===== src/rtl/hazard_pkg.sv =====
// hazard_pkg: shared types for the load-use hazard controller (ld_hazard_ctrl).
// Holds the register address width, the stall FSM state type, the load tracker
// entry type and the source/destination match helper.
package hazard_pkg;

  localparam int unsigned REG_AW = 5;

  typedef enum logic [0:0] {
    IDLE = 1'b0,
    S2B  = 1'b1
  } ld_fsm_e;

  typedef struct packed {
    logic              valid;
    logic [REG_AW-1:0] rd;
  } trk_entry_t;

  localparam trk_entry_t TrkEmpty = '{valid: 1'b0, rd: '0};

  // True when a real decode instruction reads the register a tracked load writes.
  // x0 is hard-wired, so a load to x0 never creates a dependency.
  function automatic logic trk_match(input trk_entry_t        e,
                                     input logic              id_valid,
                                     input logic [REG_AW-1:0] rs1,
                                     input logic              rs1_used,
                                     input logic [REG_AW-1:0] rs2,
                                     input logic              rs2_used);
    logic hit;
    hit = (rs1_used && (rs1 == e.rd)) || (rs2_used && (rs2 == e.rd));
    return e.valid && id_valid && (e.rd != '0) && hit;
  endfunction

endpackage


===== src/rtl/ld_tracker.sv =====
// ld_tracker: two-entry record of loads in flight through EX and MEM, plus the
// dependency check of the decode instruction against each entry.
module ld_tracker
  import hazard_pkg::*;
(
  input  logic              clk,
  input  logic              rst,
  input  logic              id_valid_i,
  input  logic [REG_AW-1:0] id_rs1_i,
  input  logic [REG_AW-1:0] id_rs2_i,
  input  logic              id_rs1_used_i,
  input  logic              id_rs2_used_i,
  input  logic              id_is_load_i,
  input  logic [REG_AW-1:0] id_rd_i,
  // Decode instruction actually advances into EX this cycle.
  input  logic              capture_en_i,
  output logic              hz_ex_o,
  output logic              hz_mem_o
);

  trk_entry_t trk_ex_q, trk_ex_d;
  trk_entry_t trk_mem_q, trk_mem_d;

  // Next-state: record a load leaving decode; anything else enters EX as empty.
  always_comb begin
    trk_ex_d  = TrkEmpty;
    trk_mem_d = trk_ex_q;
    if (id_valid_i && id_is_load_i && (id_rd_i != '0) && capture_en_i) begin
      trk_ex_d.valid = 1'b1;
      trk_ex_d.rd    = id_rd_i;
    end
  end

  // Shift the tracker every cycle, including stall and flush cycles.
  always_ff @(posedge clk or posedge rst) begin
    if (rst) begin
      trk_ex_q  <= TrkEmpty;
      trk_mem_q <= TrkEmpty;
    end else begin
      trk_ex_q  <= trk_ex_d;
      trk_mem_q <= trk_mem_d;
    end
  end

  assign hz_ex_o  = trk_match(trk_ex_q, id_valid_i, id_rs1_i, id_rs1_used_i,
                              id_rs2_i, id_rs2_used_i);
  assign hz_mem_o = trk_match(trk_mem_q, id_valid_i, id_rs1_i, id_rs1_used_i,
                              id_rs2_i, id_rs2_used_i);

endmodule


===== src/rtl/ld_hazard_ctrl.sv =====
// ld_hazard_ctrl: load-use hazard controller ahead of the ID/EX register.
// Without memory forwarding, a consumer directly behind a load needs two bubbles
// and one two slots behind needs one. A taken branch in EX squashes and overrides.
// Optional performance counters are built when LD_HAZARD_PERF_CNT_EN is defined.
module ld_hazard_ctrl #(
  parameter int unsigned REG_AW = hazard_pkg::REG_AW,
  parameter int unsigned PERF_W = 32
) (
  input  logic              clk,
  input  logic              rst,
  input  logic              id_valid_i,
  input  logic [REG_AW-1:0] id_rs1_i,
  input  logic [REG_AW-1:0] id_rs2_i,
  input  logic              id_rs1_used_i,
  input  logic              id_rs2_used_i,
  input  logic              id_is_load_i,
  input  logic [REG_AW-1:0] id_rd_i,
  input  logic              ex_branch_taken_i,
  output logic              stall_from_ld_2clk_o,
  output logic              stall_from_ld_1clk_o,
  output logic              flush_o,
  output logic              pc_hold_o,
  output logic              ifid_hold_o
`ifdef LD_HAZARD_PERF_CNT_EN
  ,
  output logic [PERF_W-1:0] perf_stall_cyc_o,
  output logic [PERF_W-1:0] perf_ld_hz_o,
  output logic [PERF_W-1:0] perf_flush_o
`endif
);

  import hazard_pkg::ld_fsm_e;
  import hazard_pkg::IDLE;
  import hazard_pkg::S2B;

  logic    hz_ex, hz_mem;
  logic    flush;
  logic    stall_2clk, stall_1clk, any_stall;
  logic    capture_en;
  ld_fsm_e state_q;

  ld_tracker u_tracker (
    .clk          (clk),
    .rst          (rst),
    .id_valid_i   (id_valid_i),
    .id_rs1_i     (id_rs1_i),
    .id_rs2_i     (id_rs2_i),
    .id_rs1_used_i(id_rs1_used_i),
    .id_rs2_used_i(id_rs2_used_i),
    .id_is_load_i (id_is_load_i),
    .id_rd_i      (id_rd_i),
    .capture_en_i (capture_en),
    .hz_ex_o      (hz_ex),
    .hz_mem_o     (hz_mem)
  );

  // Gated by reset so every output is low while reset is held.
  assign flush = ex_branch_taken_i && !rst;

  // Stall decode: EX-distance load costs two bubbles (the second is S2B), MEM-distance
  // load one. In S2B the load sits in MEM, so hz_mem is absorbed there.
  always_comb begin
    stall_2clk = 1'b0;
    stall_1clk = 1'b0;
    if (!flush) begin
      case (state_q)
        IDLE: begin
          stall_2clk = hz_ex;
          stall_1clk = !hz_ex && hz_mem;
        end
        S2B: stall_2clk = 1'b1;
        default: stall_2clk = 1'b0;
      endcase
    end
  end

  assign any_stall  = stall_2clk || stall_1clk;
  assign capture_en = !any_stall && !flush;

  // Stall FSM: a flush always returns it to IDLE; S2B lasts exactly one cycle.
  always_ff @(posedge clk or posedge rst) begin
    if (rst) begin
      state_q <= IDLE;
    end else if (flush) begin
      state_q <= IDLE;
    end else begin
      case (state_q)
        IDLE:    if (hz_ex) state_q <= S2B;
        S2B:     state_q <= IDLE;
        default: state_q <= IDLE;
      endcase
    end
  end

  assign stall_from_ld_2clk_o = stall_2clk;
  assign stall_from_ld_1clk_o = stall_1clk;
  assign flush_o              = flush;
  assign pc_hold_o            = any_stall;
  assign ifid_hold_o          = any_stall;

`ifdef LD_HAZARD_PERF_CNT_EN
  logic [PERF_W-1:0] perf_stall_cyc_q, perf_stall_cyc_d;
  logic [PERF_W-1:0] perf_ld_hz_q, perf_ld_hz_d;
  logic [PERF_W-1:0] perf_flush_q, perf_flush_d;
  logic              ld_hz_evt;

  // One event per hazard: the first cycle of a two-cycle stall or a one-cycle stall.
  assign ld_hz_evt = (stall_2clk && (state_q == IDLE)) || stall_1clk;

  // Counter increments; all wrap naturally at 2^PERF_W.
  always_comb begin
    perf_stall_cyc_d = perf_stall_cyc_q + PERF_W'(any_stall);
    perf_ld_hz_d     = perf_ld_hz_q + PERF_W'(ld_hz_evt);
    perf_flush_d     = perf_flush_q + PERF_W'(flush);
  end

  // Counter state.
  always_ff @(posedge clk or posedge rst) begin
    if (rst) begin
      perf_stall_cyc_q <= '0;
      perf_ld_hz_q     <= '0;
      perf_flush_q     <= '0;
    end else begin
      perf_stall_cyc_q <= perf_stall_cyc_d;
      perf_ld_hz_q     <= perf_ld_hz_d;
      perf_flush_q     <= perf_flush_d;
    end
  end

  assign perf_stall_cyc_o = perf_stall_cyc_q;
  assign perf_ld_hz_o     = perf_ld_hz_q;
  assign perf_flush_o     = perf_flush_q;
`else
  logic unused_perf_w;
  assign unused_perf_w = (PERF_W != 0);
`endif

endmodule


===== config.mk =====
export PLATFORM = sky130hd
export DESIGN_NAME = ld_hazard_ctrl
export DESIGN_NICKNAME = d
export VERILOG_FILES = /design/src/rtl/hazard_pkg.sv /design/src/rtl/ld_tracker.sv /design/src/rtl/ld_hazard_ctrl.sv
export SDC_FILE = /design/constraint.sdc
export NUM_CORES = 1
export LEC_CHECK = 0
export BUFFER_PORTS_ARGS = -buffer_cell sky130_fd_sc_hd__buf_2
export CORE_UTILIZATION = 50
export DETAILED_ROUTE_END_ITERATION = 10
export PLACE_DENSITY = 0.91
export SYNTH_ARGS = -nofsm -noshare
export SYNTH_HDL_FRONTEND = slang
export SYNTH_HIERARCHICAL = 1
export SYNTH_SLANG_ARGS = --single-unit

===== constraint.sdc =====
create_clock -name clk -period 3.8 [get_ports clk]
set_input_delay 1.14 -clock clk [delete_from_list [all_inputs] [get_ports clk]]
set_output_delay 1.14 -clock clk [all_outputs]
set_load 0.01 [all_outputs]

---- Yosys cells after proc, flatten, opt, wreduce, memory -nomap -nowiden ----
Cells that the tools add are included.
storage, ports and cells
  bits in registers ....................... 13
  bits of input ports ..................... 22
  output and inout bits ................... 5
cells by class
  equal/unequal tests ..................... 4
  muxes and demuxes ....................... 8
  bitwise gates (word level) .............. 1
  reduce and logical (&&, ||, !) cells .... 26
operators with widths
  cell                                   number
  5-bit == test                          4
  1-bit logical AND                      16
  5-bit nonzero test                     3
  6-bit 2-to-1 mux                       1
  1-bit 2-to-1 mux                       5
  1-bit logical NOT                      4
  1-bit one-hot mux with 2 select lines  2
  1-bit logical OR                       3
  1-bit NOT                              1

---- Logic depth before layout (Yosys ltp) ----
  depth after elaboration ................. 13
  depth in mapped cells ................... 7

---- Hierarchy ----
Netlist, hierarchy kept.
by module, submodules not included
  module          times used  cells each  area each (µm²)
  ld_tracker      1           55          616.8
  ld_hazard_ctrl  1           11          88.8

---- Worst setup path after synthesis ----
OpenSTA, ideal clock, no wires.
  path type ............................... input port to output port
  start point ............................. in id_rs2_i[1]
  end point ............................... out pc_hold_o
  arrival time ............................ 2294 ps
  required time ........................... 2660 ps
  setup slack ............................. 366 ps
  cell stages on the path ................. 7
  path through ............................ xor2_1 -> nor4_1 -> nand3_1 -> a21oi_1 -> nor3_1 -> nor2_1 -> buf_4
on the way
  longest elaborated chain between the ends .. 9
  elaborated cells between the ends (all ways) .. 15
RTL lines
  element              line                  text
  from (decl)          ld_hazard_ctrl.sv:13  input logic [REG_AW-1:0] id_rs2_i,
  5-bit == test *      hazard_pkg.sv:29      hit = (rs1_used && (rs1 == e.rd)) || (rs2_used && (rs2 == e.rd));
  1-bit logical AND *  hazard_pkg.sv:29
  1-bit logical OR *   hazard_pkg.sv:29
  1-bit logical AND *  hazard_pkg.sv:30      return e.valid && id_valid && (e.rd != '0) && hit;
  net hz_ex            ld_hazard_ctrl.sv:36  logic hz_ex, hz_mem;
  1-bit logical NOT    ld_hazard_ctrl.sv:69  stall_1clk = !hz_ex && hz_mem;
  1-bit logical AND    ld_hazard_ctrl.sv:69
  1-bit 2-to-1 mux     ld_hazard_ctrl.sv:66  case (state_q)
  1-bit 2-to-1 mux     ld_hazard_ctrl.sv:65  if (!flush) begin
  1-bit logical OR *   ld_hazard_ctrl.sv:77  assign any_stall = stall_2clk || stall_1clk;
  to (decl)            ld_hazard_ctrl.sv:22  output logic pc_hold_o,
The timed path passes the listed nets; every way through them passes the cells marked *.

---- Final worst setup path ----
  start point ............................. in id_rs1_i[3]
  end point ............................... out ifid_hold_o
on the way
  elaborated cells between the ends (all ways) .. 15
RTL lines
  element            line                  text
  from (decl)        ld_hazard_ctrl.sv:12  input logic [REG_AW-1:0] id_rs1_i,
  5-bit == test      hazard_pkg.sv:29
  1-bit logical AND  hazard_pkg.sv:29
  1-bit logical OR   hazard_pkg.sv:29
  1-bit logical AND  hazard_pkg.sv:30
  net hz_mem         ld_hazard_ctrl.sv:36
  1-bit logical AND  ld_hazard_ctrl.sv:69
  1-bit 2-to-1 mux   ld_hazard_ctrl.sv:66
  1-bit 2-to-1 mux   ld_hazard_ctrl.sv:65
  1-bit logical OR   ld_hazard_ctrl.sv:77
  to (decl)          ld_hazard_ctrl.sv:23  output logic ifid_hold_o
The timed path passes the listed nets, and every way through them passes these cells.

==> flow_summary.toml <==
[status]
status = "finished, final reports clean"

[critical_path]
critical_path.cell_chain = "buf_2, xor2_1, nor4_1, nand3_1, a21oi_1, nor3_1, nor2_1, buf_2"
critPathMaxStageDelay_ps = 380
slowest_stage = "nor4_1"
cp-start-kind = "input pin"
cp_max_fo = 3
critPathTopFamily = "simple AND/OR/NAND/NOR gates"
crit_top_cell = "buf_2"
critPathKind = "input pin to output port"
worst_setup_path_end_kind = "output port"
worst-path-buf-inv = 2
crit_arrival_ps = 2530
cp.required_ps = 2660

[logic_synthesis]
synth_cells = 66
ys_ff_latch = 13
yosysSeqAreaShare_pct = 46.1
synth_nets = 88
ys_warn_count = 6
synth_area_um2 = 706
syn_avg_cell_area_um2 = 10.7
synth.distinct_cells = 18

[floorplanning]
die_area_um2 = 1570
initial_utilization_pct = 54.2
core_um2 = 1300
fp-row-count = 13
die_h_um = 39.6
ioPinCount = 27
die_w_um = 39.6

[timing]
fmax_ghz = 0.272
relSlewSlack_pct = 72.2
hold_viol = 0
worst_slew_pin_slew_ps = 417
fin_crit_ps = 3670
rsz0062_at_grt = "false"
fin_setup_tns_ps = 0
skew_ps = 5.01
period_share_pct = 96.7
finalSetupViolCount = 0
drv_slew = 0

[placed_design]
post-dp-hpwl_um = 1160
place.gp.congestion = 0.705
portBuffers = 26

[finish]
num-fill-cells = 106
fin_nets = 118
diodes = 0
drive_gt1_share_pct = 31.6
utilization_pct = 67.1
syn_to_final_growth_pct = 23.8
final_cell_mix = "buf_2 (26), xor2_1 (16), dfrtp_1 (13)"
final_common_cell = "buf_2"

[power_and_ir_drop]
p_leak_uw = 0.000473
peakVddDrop_mv = 0.207
powerDensity_nw_per_um2 = 308

[grt]
antenna_found_initial = 0
grt_max_degree = 13
grtUsageTotal_pct = 20.7
grt_pass1_vias = 533
grt_overflow = 0
grt_pass1_wl_um = 1990

[clocking]
clock-root-buffer = "clkbuf_4"
cts_tree = "done"
cts_resized = 0
clk_pin_slew_ps = 70
clk_latency_ps = 260
cts.sink_count = 13
htree_levels = 1
cts-hold-fix-buffers = 0
numCtsBuffers = 3
post_cts_buffers = 0
cts_buffer_depth = 2

[route]
via_count = 595
ant_nets = 0
wl_per_cell_um = 12.7
drtIter0Drc = 4
drtPass1Iterations = 3
wl_um = 1400
vias_per_cell = 5.41
drcViolationCount = 0

[worst_hold_path]
hold_path.class = "register to register"

[run]
max_cap_violations = 0
[final cells by class]
cell class	instances	area [um^2]	area share [%]
clock buffer	4	26.3	3.01
inverter	2	7.51	0.860
tap	15	18.8	2.15
sequential	13	325	37.2
multi-input combinational	50	365	41.8
timing repair buffer	26	130	14.9
[logic make-up (layout without fill, tap and decap cells)]
logic type | after synthesis | after routing | synth area share [%]
compound gates | 5 | 5 | 4.61
xor+xnor | 20 | 20 | 24.8
buf+inv | 3 | 32 | 2.13
flops | 13 | 13 | 46.1
simple gates | 25 | 25 | 22.3
[per-stage QoR]
stage	instances	setup slack (ps)	instance area, um^2	total power, uW	hold slack (ps)
2_1_floorplan	66	366	706	172	354
3_3_place_gp	106	256	847	191	364
3_5_place_dp	106	149	847	193	364
4_1_cts	110	143	873	273	382
5_1_grt	110	64.2	873	286	410
6_report	110	125	873	269	381
[flip-flops by register name, indices dropped and copies added, names as in the netlist]
name and flops:
u_tracker/trk_ex_q 6, u_tracker/trk_mem_q 6, state_q 1
[path summary, 6_finish.rpt]
| path | from | to | slack, ps | cells past startpoint |
|---|---|---|---|---|
| max | id_rs1_i[3] | ifid_hold_o | 130 | 8 |
| min | u_tracker/trk_ex_q[5] | u_tracker/trk_mem_q[5] | 380 | 0 |
| max reg2reg | u_tracker/trk_ex_q[0] | u_tracker/trk_ex_q[4] | 1790 | 6 |
| min reg2reg | u_tracker/trk_ex_q[5] | u_tracker/trk_mem_q[5] | 380 | 0 |
| max in group asynchronous | rst | u_tracker/trk_ex_q[0] | 2620 | 2 |
| min in group asynchronous | rst | state_q | 740 | 2 |
[worst reg2reg max path, stage by stage, from the launching register on]
cell and delay (ps):
dfrtp_1 430, or4_1 530, o211ai_1 180, a21oi_1 110, nor4_1 270, and3_1 280
and2_1 150
[report_power, final]
group	total (uW)	switching (uW)	internal [uW]
registers	148	5.31	143
clock network	79.2	38.7	40.6
logic	41.2	19.9	21.4
[cells in the mapped netlist, drive strengths merged]
library cell / n / area, um^2
and3: 1 / 6.26
and3b: 1 / 8.76
inv: 2 / 7.51
a21oi: 2 / 10.0
buf: 1 / 7.51
nor4: 5 / 31.3
nor2: 3 / 11.3
xor2: 16 / 140
o21a: 1 / 7.51
nor3b: 1 / 7.51
or4: 3 / 22.5
nor2b: 1 / 13.8
nand3: 4 / 20.0
o211ai: 2 / 15.0
dfrtp: 13 / 325
xnor2: 4 / 35.0
nor3: 1 / 5.00
and2: 5 / 31.3
[metal layers]
metal  global-route usage, %  vias to the layer above  part of all wire, %
met2                    41.0                       21                   55
met3                    1.70                        2                  5.2
met4                    15.5                        0                 0.86
li1                        -                      287                    -
met5                       0                        -                    0
met1                    18.4                      285                   38
No activity file was read; power rests on OpenSTA's default activity.
